--- config.mk ---
export PLATFORM = sky130hd
export DESIGN_NAME = ahb_ram_arbiter
export DESIGN_NICKNAME = d
export VERILOG_FILES = /design/src/rtl/ahb_ram_arbiter.sv
export SDC_FILE = /design/constraint.sdc
export NUM_CORES = 1
export LEC_CHECK = 0
export ABC_AREA = 1
export BUFFER_PORTS_ARGS = -buffer_cell sky130_fd_sc_hd__buf_2
export CELL_PAD_IN_SITES_DETAIL_PLACEMENT = 1
export CELL_PAD_IN_SITES_GLOBAL_PLACEMENT = 2
export CORE_UTILIZATION = 26
export CTS_CLUSTER_DIAMETER = 80
export CTS_CLUSTER_SIZE = 25
export DETAILED_ROUTE_END_ITERATION = 12
export PLACE_DENSITY_LB_ADDON = 0.1
export SYNTH_ARGS = -nofsm -noshare
export SYNTH_HDL_FRONTEND = slang
export SYNTH_SLANG_ARGS = --single-unit
--- constraint.sdc ---
create_clock -name HCLK -period 2 [get_ports HCLK]
set_clock_uncertainty 0.1 [all_clocks]
set_input_delay 0.2 -clock HCLK [delete_from_list [all_inputs] [get_ports HCLK]]
set_output_delay 0.2 -clock HCLK [all_outputs]
set_load 0.02 [all_outputs]
--- src/rtl/ahb_ram_arbiter.sv ---
// ahb_ram_arbiter: two-master AHB grant/ownership control for the shared on-chip RAM.
// Re-arbitrates only on hready boundaries, outside fixed bursts and locked sequences.
module ahb_ram_arbiter #(
  parameter int unsigned DEFAULT_MASTER = 0,
  parameter int unsigned ROUND_ROBIN    = 1
) (
  input  logic       HCLK,
  input  logic       HRESETn,
  input  logic [1:0] hbusreq,
  input  logic [1:0] hlock,
  input  logic [1:0] htrans,
  input  logic [2:0] hburst,
  input  logic       hready,
  output logic [1:0] hgrant,
  output logic       hmaster,
  output logic       hmaster_d,
  output logic       hmastlock
);

  typedef enum logic [1:0] {
    TR_IDLE   = 2'b00,
    TR_BUSY   = 2'b01,
    TR_NONSEQ = 2'b10,
    TR_SEQ    = 2'b11
  } htrans_e;

  localparam logic       DEF_IDX   = (DEFAULT_MASTER != 0);
  localparam logic       RR_EN     = (ROUND_ROBIN != 0);
  localparam logic [1:0] DEF_GRANT = DEF_IDX ? 2'b10 : 2'b01;

  htrans_e    trans;
  logic [3:0] burst_last;
  logic [3:0] beats_q, beats_d;
  logic [1:0] hgrant_q, hgrant_d;
  logic       hmaster_q, hmaster_d_q, hmastlock_q;
  logic       rr_q, rr_d;
  logic       grant_idx, owner_locked, arb_ok, winner;

  always_comb trans = htrans_e'(htrans);

  always_comb begin
    burst_last = '0;
    case (hburst)
      3'b010, 3'b011: burst_last = 4'd3;
      3'b100, 3'b101: burst_last = 4'd7;
      3'b110, 3'b111: burst_last = 4'd15;
      default:        burst_last = '0;
    endcase
  end

  always_comb begin
    beats_d = beats_q;
    if (hready) begin
      case (trans)
        TR_IDLE:   beats_d = '0;
        TR_BUSY:   beats_d = beats_q;
        TR_NONSEQ: beats_d = burst_last;
        TR_SEQ:    beats_d = (beats_q != '0) ? beats_q - 4'd1 : '0;
        default:   beats_d = beats_q;
      endcase
    end
  end

  always_comb begin
    grant_idx    = hgrant_q[1];
    owner_locked = hlock[hmaster_q] & hbusreq[hmaster_q];
    arb_ok       = hready && (beats_d == '0) && (grant_idx == hmaster_q) && !owner_locked;
  end

  // rr_q names the master preferred at the next contended decision; every
  // contended decision hands that preference to the master that lost it.
  always_comb begin
    winner = DEF_IDX;
    case (hbusreq)
      2'b01:   winner = 1'b0;
      2'b10:   winner = 1'b1;
      2'b11:   winner = RR_EN ? rr_q : 1'b0;
      default: winner = DEF_IDX;
    endcase
    rr_d = rr_q;
    if (RR_EN && arb_ok && (hbusreq == 2'b11)) rr_d = ~winner;
    hgrant_d = hgrant_q;
    if (arb_ok) hgrant_d = winner ? 2'b10 : 2'b01;
  end

  always_ff @(posedge HCLK) begin
    if (!HRESETn) begin
      beats_q     <= '0;
      hgrant_q    <= DEF_GRANT;
      hmaster_q   <= DEF_IDX;
      hmaster_d_q <= DEF_IDX;
      hmastlock_q <= 1'b0;
      rr_q        <= 1'b0;
    end else begin
      beats_q  <= beats_d;
      hgrant_q <= hgrant_d;
      rr_q     <= rr_d;
      if (hready) begin
        hmaster_q   <= grant_idx;
        hmaster_d_q <= hmaster_q;
        hmastlock_q <= hlock[grant_idx];
      end
    end
  end

  assign hgrant    = hgrant_q;
  assign hmaster   = hmaster_q;
  assign hmaster_d = hmaster_d_q;
  assign hmastlock = hmastlock_q;

endmodule

==> summary.md, run 1 <==
| Metric | Value |
|---|---|
| I/O pin count | `17` |
| Most area-hungry cell type in the Yosys netlist | `sky130_fd_sc_hd__dfxtp_1` |
| Growth of design area from synthesis to finish | `18.46%` |
| Total standard cell area after synthesis | `roughly 660 um^2` |
| CP arrival | `between 1500 and 2000 ps` |
| Layout cell share with drive strength beyond 1 | `0.2917` |
| Min-delay worst type | `input port to flop` |
| Length of the first detailed-routing pass in iterations | `4` |
| Run status | `complete, no violations` |
| Slew Limit Fails | `0` |
| Sequential group share of total power | `0.465` |
| Post-CTS setup repair buffer count | `0` |
| Global-route usage over all layers | `0.1354` |
| Routability cong. | `~0.75` |
| Mapped Nets | `116` |
| Max incr delay on CP | `330 ps` |
| Minimum period implied by the final worst setup slack | `1796 ps` |
| Worst slew margin relative to its limit | `0.8312` |
| Synthesis-stage register bit count | `10` |
| Die span in x | `52.55 um` |
| Yosys top cell area share | `0.3013` |
| Critical Path Start | `beats_q[0]` |
| Cell-by-cell trace of the critical path | `inv_1 -> ha_1 -> inv_1 -> nand2_1 -> nand2_1 -> nand3_1 -> nand2_1 -> a21oi_2 -> nand3_2 -> nor2_4 -> nand2_2 -> o21ai_1 -> nand2_1` |
| Number of different library cells in the post-synthesis netlist | `20` |
| Yosys warnings | `0` |
| Transition at the pin with the smallest max-transition slack | `253.2 ps` |
| # clock sinks | `10` |
| Logic pwr share | `0.248` |
| Via count normalized by instance count | `~4.5` |
| Capturing instance or port of the critical path | `hgrant[0]` |
| P_sw | `0.1483 mW` |
| Via count of the routed design | `667` |
| Critical-path top delay cell | `sky130_fd_sc_hd__dfxtp_2` |
| Part of the Yosys area used for sequential elements | `0.3013` |
| Startpoint of the worst-slack reg-to-reg timing path | `beats_q[0]` |
| Routed len/inst | `roughly 11 um` |
| Global-route wire length before repair | `between 2000 and 3000 um` |
| Critical-path maximum fanout | `4` |
| Initial DRC Count | `8` |
| Met2 Routed Length | `~700 um` |
| Share of total power consumed by net switching | `0.3160` |
| Placeable core region | `2318 um^2` |
| Quantity of I/O buffers inserted on ports | `15` |
| Max cap viols | `0` |
| TritonCTS clock tree | `built` |
| Number of clock buffers inserted by TritonCTS | `3` |
| Worst setup slack after placement | `~170 ps` |
| Aggregate negative setup slack | `0 ps` |
| Leading post-synthesis cells by cell area | `sky130_fd_sc_hd__dfxtp_1, sky130_fd_sc_hd__nand2_1, sky130_fd_sc_hd__inv_1, sky130_fd_sc_hd__a21oi_2, sky130_fd_sc_hd__a21oi_1` |
| DP HPWL | `1350 um` |
| Internal power consumption | `0.3211 mW` |
| CTS Buffer Depth | `2` |
| Count of H-tree levels built during CTS | `1` |
| Leak | `0.3861 nW` |
| CP Class | `flop to flop` |
| Post-Route M1 WL | `837 um` |
| Clock transition at the registers of the reported paths | `60 ps` |
| Final Hold Violating Endpoints | `0` |
| Clock root buffer | `sky130_fd_sc_hd__clkbuf_4` |
| Detailed-route wire length | `~1600 um` |
| Area of all placed cells without fillers | `~790 um^2` |
| Setup violation total in the final timing report | `0` |
| Final net count | `135` |
| Number of buffers inserted for hold repair after clock tree synthesis | `0` |
| Remaining antenna violation count after routing | `0` |
| Row count | `17` |
| Remaining global-route overflow | `0` |
| Insertion delay to the later sink of the worst-skew pair | `260 ps` |
| Kind of end point of the critical path | `flop` |
| Met3 layer wire length in the routed design | `50 um` |
| Depth of the most critical reg-to-reg path | `13` |
| Unrepaired setup endpoints after global routing | `false` |
| Sort of element at the start of the critical path | `flop` |
| Relative contribution of the clock network to total power | `0.287` |
| Top routing layer in use | `met4` |
| Cell mode on critical path | `sky130_fd_sc_hd__nand2_1` |
| Final Worst Setup Slack | `a little over 200 ps` |
| Number of global-route vias before repair | `615` |
| Post-route DRC | `0` |
| Worst reg2reg endpoint | `hgrant[0]` |
| Number of antenna violations at the first check in global routing | `0` |
| Required time of the critical path | `2060 ps` |
| Tcrit/Tclk final | `0.8981` |
| Vertical extent of the die | `around 53 um` |
| DIE AREA | `2762 um^2` |
| Ant. Diodes | `0` |
| Power per unit of standard cell area | `596.4 nW/um^2` |
| Synth Area per Inst | `6.450 um^2` |
| Initial cell density of the core | `0.2866` |
| Largest net degree at the start of global routing | `14` |
| Peak ir drop on the vdd network | `0.0003882 V` |
| Gate Count Post-Synth | `~100` |
| Placed cell areas | `763.2 um^2` |
| Achievable Freq | `556.7 MHz` |
| Reg2Reg Setup Slack | `200 ps` |
==> cell type report <==
class                           count  area (um^2)
Fill cell                         331         1531
Multi-Input combinational cell     71        374.1
Sequential cell                    10        201.4
Inverter                           21        78.83
Timing Repair Buffer               15        75.07
Tap cell                           28        35.03
Clock buffer                        3        22.52
==> stage by stage <==
stage | cells | hold WS [ps] | utilization | power (mW)
finish | 148 | 59.67 | 0.3395 | 0.4694
global route | 148 | 61.63 | 0.3395 | 0.5082
CTS | 148 | 60.98 | 0.3389 | 0.4793
detailed placement | 145 | 337.5 | 0.3292 | 0.3401
global placement | 145 | 338.2 | 0.3292 | 0.3388
floorplan | 103 | 168.8 | - | 0.3038
==> worst min path at each step <==
| stage | startpoint | to | cells past startpoint |
|---|---|---|---|
| floorplan | HRESETn | hgrant[0] | 1 |
| CTS | HRESETn | hgrant[0] | 2 |
| global placement | HRESETn | hgrant[0] | 2 |
| detailed placement | HRESETn | hgrant[0] | 2 |
| global route | HRESETn | hgrant[0] | 2 |
| finish | HRESETn | hgrant[0] | 2 |
==> kinds of logic after synthesis <==
group | after synthesis | synth area share
AO/OA/AOI/OAI | 22 | 0.2128
adder cells (fa/ha/maj) | 1 | 0.01883
buffers and inverters | 22 | 0.1356
flip-flops | 10 | 0.3013
AND/OR/NAND/NOR | 48 | 0.3314
==> routing by layer <==
| metal | track usage | vias up |
|---|---|---|
| met2 | 0.2068 | 6 |
| met5 | 0 | - |
| li1 | - | 357 |
| met3 | 0.05217 | 2 |
| met4 | 0.01316 | 0 |
| met1 | 0.1850 | 302 |
==> power by group through the flow <==
stage,Sequential [mW],Clock (mW),Combinational [mW]
final,0.218,0.135,0.117
after global routing,0.219,0.156,0.132
after CTS,0.218,0.143,0.118
after detailed placement,0.223,0,0.117
after global placement,0.222,0,0.116
after floorplan,0.228,0,0.0758
==> critical path: cells and delay by family (launching register included) <==
kind,cells,cell delay (ps)
AOI/OAI and AO/OA,2,240
buffers and inverters,2,160
adders and majority gates,1,240
DFF,1,330
and+or+nand+nor,8,630
==> cell usage in the layout (no fill, tap or decap), types with 2 or more instances in the layout <==
master and count:
sky130_fd_sc_hd__a21oi_1 8, sky130_fd_sc_hd__nor2_1 10, sky130_fd_sc_hd__dfxtp_1 9, sky130_fd_sc_hd__o21ai_2 2
sky130_fd_sc_hd__o21ai_0 2, sky130_fd_sc_hd__clkbuf_4 3, sky130_fd_sc_hd__nand2_2 2, sky130_fd_sc_hd__o21ai_1 3
sky130_fd_sc_hd__inv_2 2, sky130_fd_sc_hd__nand3_1 8, sky130_fd_sc_hd__buf_2 15, sky130_fd_sc_hd__nor2_2 2
sky130_fd_sc_hd__nand3_2 2, sky130_fd_sc_hd__inv_1 18, sky130_fd_sc_hd__a21oi_2 5, sky130_fd_sc_hd__nand2_1 23
==> flip-flops by register name, summed over array words and instances, names as in the netlist <==
name	cells
hmaster	1
hmastlock	1
hmaster_d	1
hgrant	2
beats_q	4
rr_q	1
==> cells in the mapped netlist, drive strengths merged <==
library cell	n
a21boi	1
buf	1
inv	20
clkinv	1
dfxtp	10
o211ai	1
a21oi	13
ha	1
o21ai	7
nor2	13
nand2	25
nand3	10
==> repair_timing <==
action,in CTS,in global routing
endpoints found under the setup margin,0,1
resized for setup,0,1
endpoints found under the hold margin,0,0
Power figures use the tool's default switching activity.
==> inputs of run 2 (changes only) <==
- CORE_ASPECT_RATIO: not set -> 1.75
==> run 2 against run 1 <==
Combinational power barely moved. Die area rose by 0.28%. Global-route usage grew 1.4 points. Via count grew 2.2%. Sequential power barely moved. Routed wire length up 6.4%. First-iteration DRC count down 63%. Sequential share of layout area down 0.67 points. Clock power increased by 47%. Count of clock-buffer cells in the layout unchanged. Utilization increased by 0.095 points. Largest power group unchanged. Non-clock buffer count unchanged.
==> summary.md, run 2 (same netlist as run 1, synthesis figures left out) <==
| Metric | Value |
|---|---|
| Run status | `complete, no violations` |
| Final net count | `between 100 and 150` |
| Top register by number of flip-flops | `beats_q` |
| Final Worst Setup Slack | `197.6 ps` |
| Cell-by-cell trace of the critical path | `inv_1 -> ha_2 -> inv_1 -> nand2_1 -> nand2_1 -> nand3_1 -> nand2_1 -> a21oi_2 -> nand3_2 -> nor2_4 -> nand2_2 -> o21ai_1 -> nand2_1` |
| Internal power consumption | `0.3838 mW` |
| Initial cell density of the core | `0.2815` |
| Routability cong. | `0.6489` |
| Tcrit/Tclk final | `0.9012` |
| Initial DRC Count | `3` |
| Count of H-tree levels built during CTS | `1` |
| Number of antenna violations at the first check in global routing | `0` |
| Global-route wire length before repair | `2725 um` |
| Post-route DRC | `0` |
| Cell mode on critical path | `sky130_fd_sc_hd__nand2_1` |
| Minimum period implied by the final worst setup slack | `1802 ps` |
| Post-CTS Resized | `0` |
| Remaining global-route overflow | `0` |
| TritonCTS clock tree | `built` |
| Routed len/inst | `around 12 um` |
| Placeable core region | `2360 um^2` |
| Transition at the pin with the smallest max-transition slack | `265.1 ps` |
| # clock sinks | `10` |
| DIE AREA | `2769 um^2` |
| Relative contribution of the clock network to total power | `0.372` |
| Global-route usage over all layers | `0.1497` |
| Flip-flop count of the largest register, all copies and words added | `4` |
| Aggregate negative setup slack | `0 ps` |
| Final Hold Violating Endpoints | `0` |
| Kind of end point of the critical path | `flop` |
| Required time of the critical path | `2020 ps` |
| Vertical extent of the die | `68.87 um` |
| Remaining antenna violation count after routing | `0` |
| Achievable Freq | `554.8 MHz` |
| Most frequent cells in the layout | `sky130_fd_sc_hd__nand2_1, sky130_fd_sc_hd__inv_1, sky130_fd_sc_hd__buf_2` |
| Share of total power consumed by net switching | `0.2825` |
| Quantity of I/O buffers inserted on ports | `15` |
| Ant. Diodes | `0` |
| Post-CTS setup repair buffer count | `0` |
| DP HPWL | `between 1000 and 1500 um` |
| Via count of the routed design | `roughly 680` |
| Setup violation total in the final timing report | `0` |
| Unrepaired setup endpoints after global routing | `false` |
| Power per unit of standard cell area | `665.9 nW/um^2` |
| Insertion delay to the later sink of the worst-skew pair | `around 230 ps` |
| Clock root buffer | `sky130_fd_sc_hd__clkbuf_8` |
| Max cap viols | `0` |
| Row count | `23` |
| CTS Buffer Depth | `2` |
| Number of clock buffers inserted by TritonCTS | `3` |
| Max incr delay on CP | `330 ps` |
| Logic pwr share | `0.218` |
| Via count normalized by instance count | `4.703` |
| Length of the first detailed-routing pass in iterations | `3` |
| Sequential group share of total power | `0.410` |
| Die span in x | `40.21 um` |
| Layout cell share with drive strength beyond 1 | `0.2917` |
| Number of global-route vias before repair | `about 650` |
| Slew Limit Fails | `0` |
| Most common cell after layout, fill and taps aside | `sky130_fd_sc_hd__nand2_1` |
| P_sw | `~0.15 mW` |
| Sort of element at the start of the critical path | `flop` |
| Number of buffers inserted for hold repair after clock tree synthesis | `0` |
| Growth of design area from synthesis to finish | `20.90%` |
| CP Class | `flop to flop` |
| Detailed-route wire length | `1701 um` |
| Critical-path maximum fanout | `4` |
| Worst setup slack after placement | `115.9 ps` |
| Leak | `roughly 0.39 nW` |
| Worst slew margin relative to its limit | `0.8233` |
| Min-delay worst type | `input port to flop` |
| CP arrival | `1820 ps` |
| Fill cells | `336` |
| I/O pin count | `17` |
| Largest net degree at the start of global routing | `14` |
| Critical-path top delay cell | `sky130_fd_sc_hd__dfxtp_1` |
| Peak ir drop on the vdd network | `between 0.0004 and 0.0005 V` |
| Clock transition at the registers of the reported paths | `around 40 ps` |
run 2: worst paths after layout:
check	start	to	slack [ps]	cells after the start
min	HRESETn	hgrant[0]	100	2
max reg2reg	beats_q[0]	hgrant[0]	200	13
max	beats_q[0]	hgrant[0]	200	13
min reg2reg	hgrant[0]	hgrant[0]	360	2
run 2: stage by stage:
stage / utilization / power, mW / hold slack [ps] / cell area, um^2 / std cells
floorplan: - / 0.3038 / 168.8 / 664.4 / 103
global placement: 0.3218 / 0.3399 / 344.3 / 759.5 / 142
detailed placement: 0.3218 / 0.3424 / 344.0 / 759.5 / 142
CTS: 0.3393 / 0.5484 / 103.1 / 800.8 / 145
global route: 0.3404 / 0.5723 / 106.9 / 803.3 / 145
finish: 0.3404 / 0.5349 / 103.7 / 803.3 / 145
run 2: worst max-delay path: cells and delay by family (launching register included):
kind	cells	cell delay (ps)
adder cells (fa/ha/maj)	1	230
AND/OR/NAND/NOR	8	610
buffers and inverters	2	160
AO/OA/AOI/OAI	2	260
flip-flops	1	330
run 2: layout make-up:
class / instances / area, um^2 / share of cell area
flip-flops and latches: 10 / 200.2 / 0.2492
repair buffers: 15 / 75.07 / 0.09346
inverters: 21 / 78.83 / 0.09813
well taps: 25 / 31.28 / 0.03894
clock buffers: 3 / 41.29 / 0.05140
multi-input cells: 71 / 376.6 / 0.4688
run 2: power by group through the flow:
stage | logic, mW | clock network [mW] | registers, mW
after CTS | 0.120 | 0.209 | 0.219
after floorplan | 0.0758 | 0 | 0.228
final | 0.117 | 0.199 | 0.219
after detailed placement | 0.119 | 0 | 0.223
after global placement | 0.117 | 0 | 0.223
after global routing | 0.132 | 0.220 | 0.220
run 2: metal layers:
layer,GRT usage,vias up,routed length (um)
met5,0,-,0
met4,0.1000,0,23
met3,0.01282,2,44
met2,0.2923,10,998
met1,0.1295,311,634
li1,-,359,-
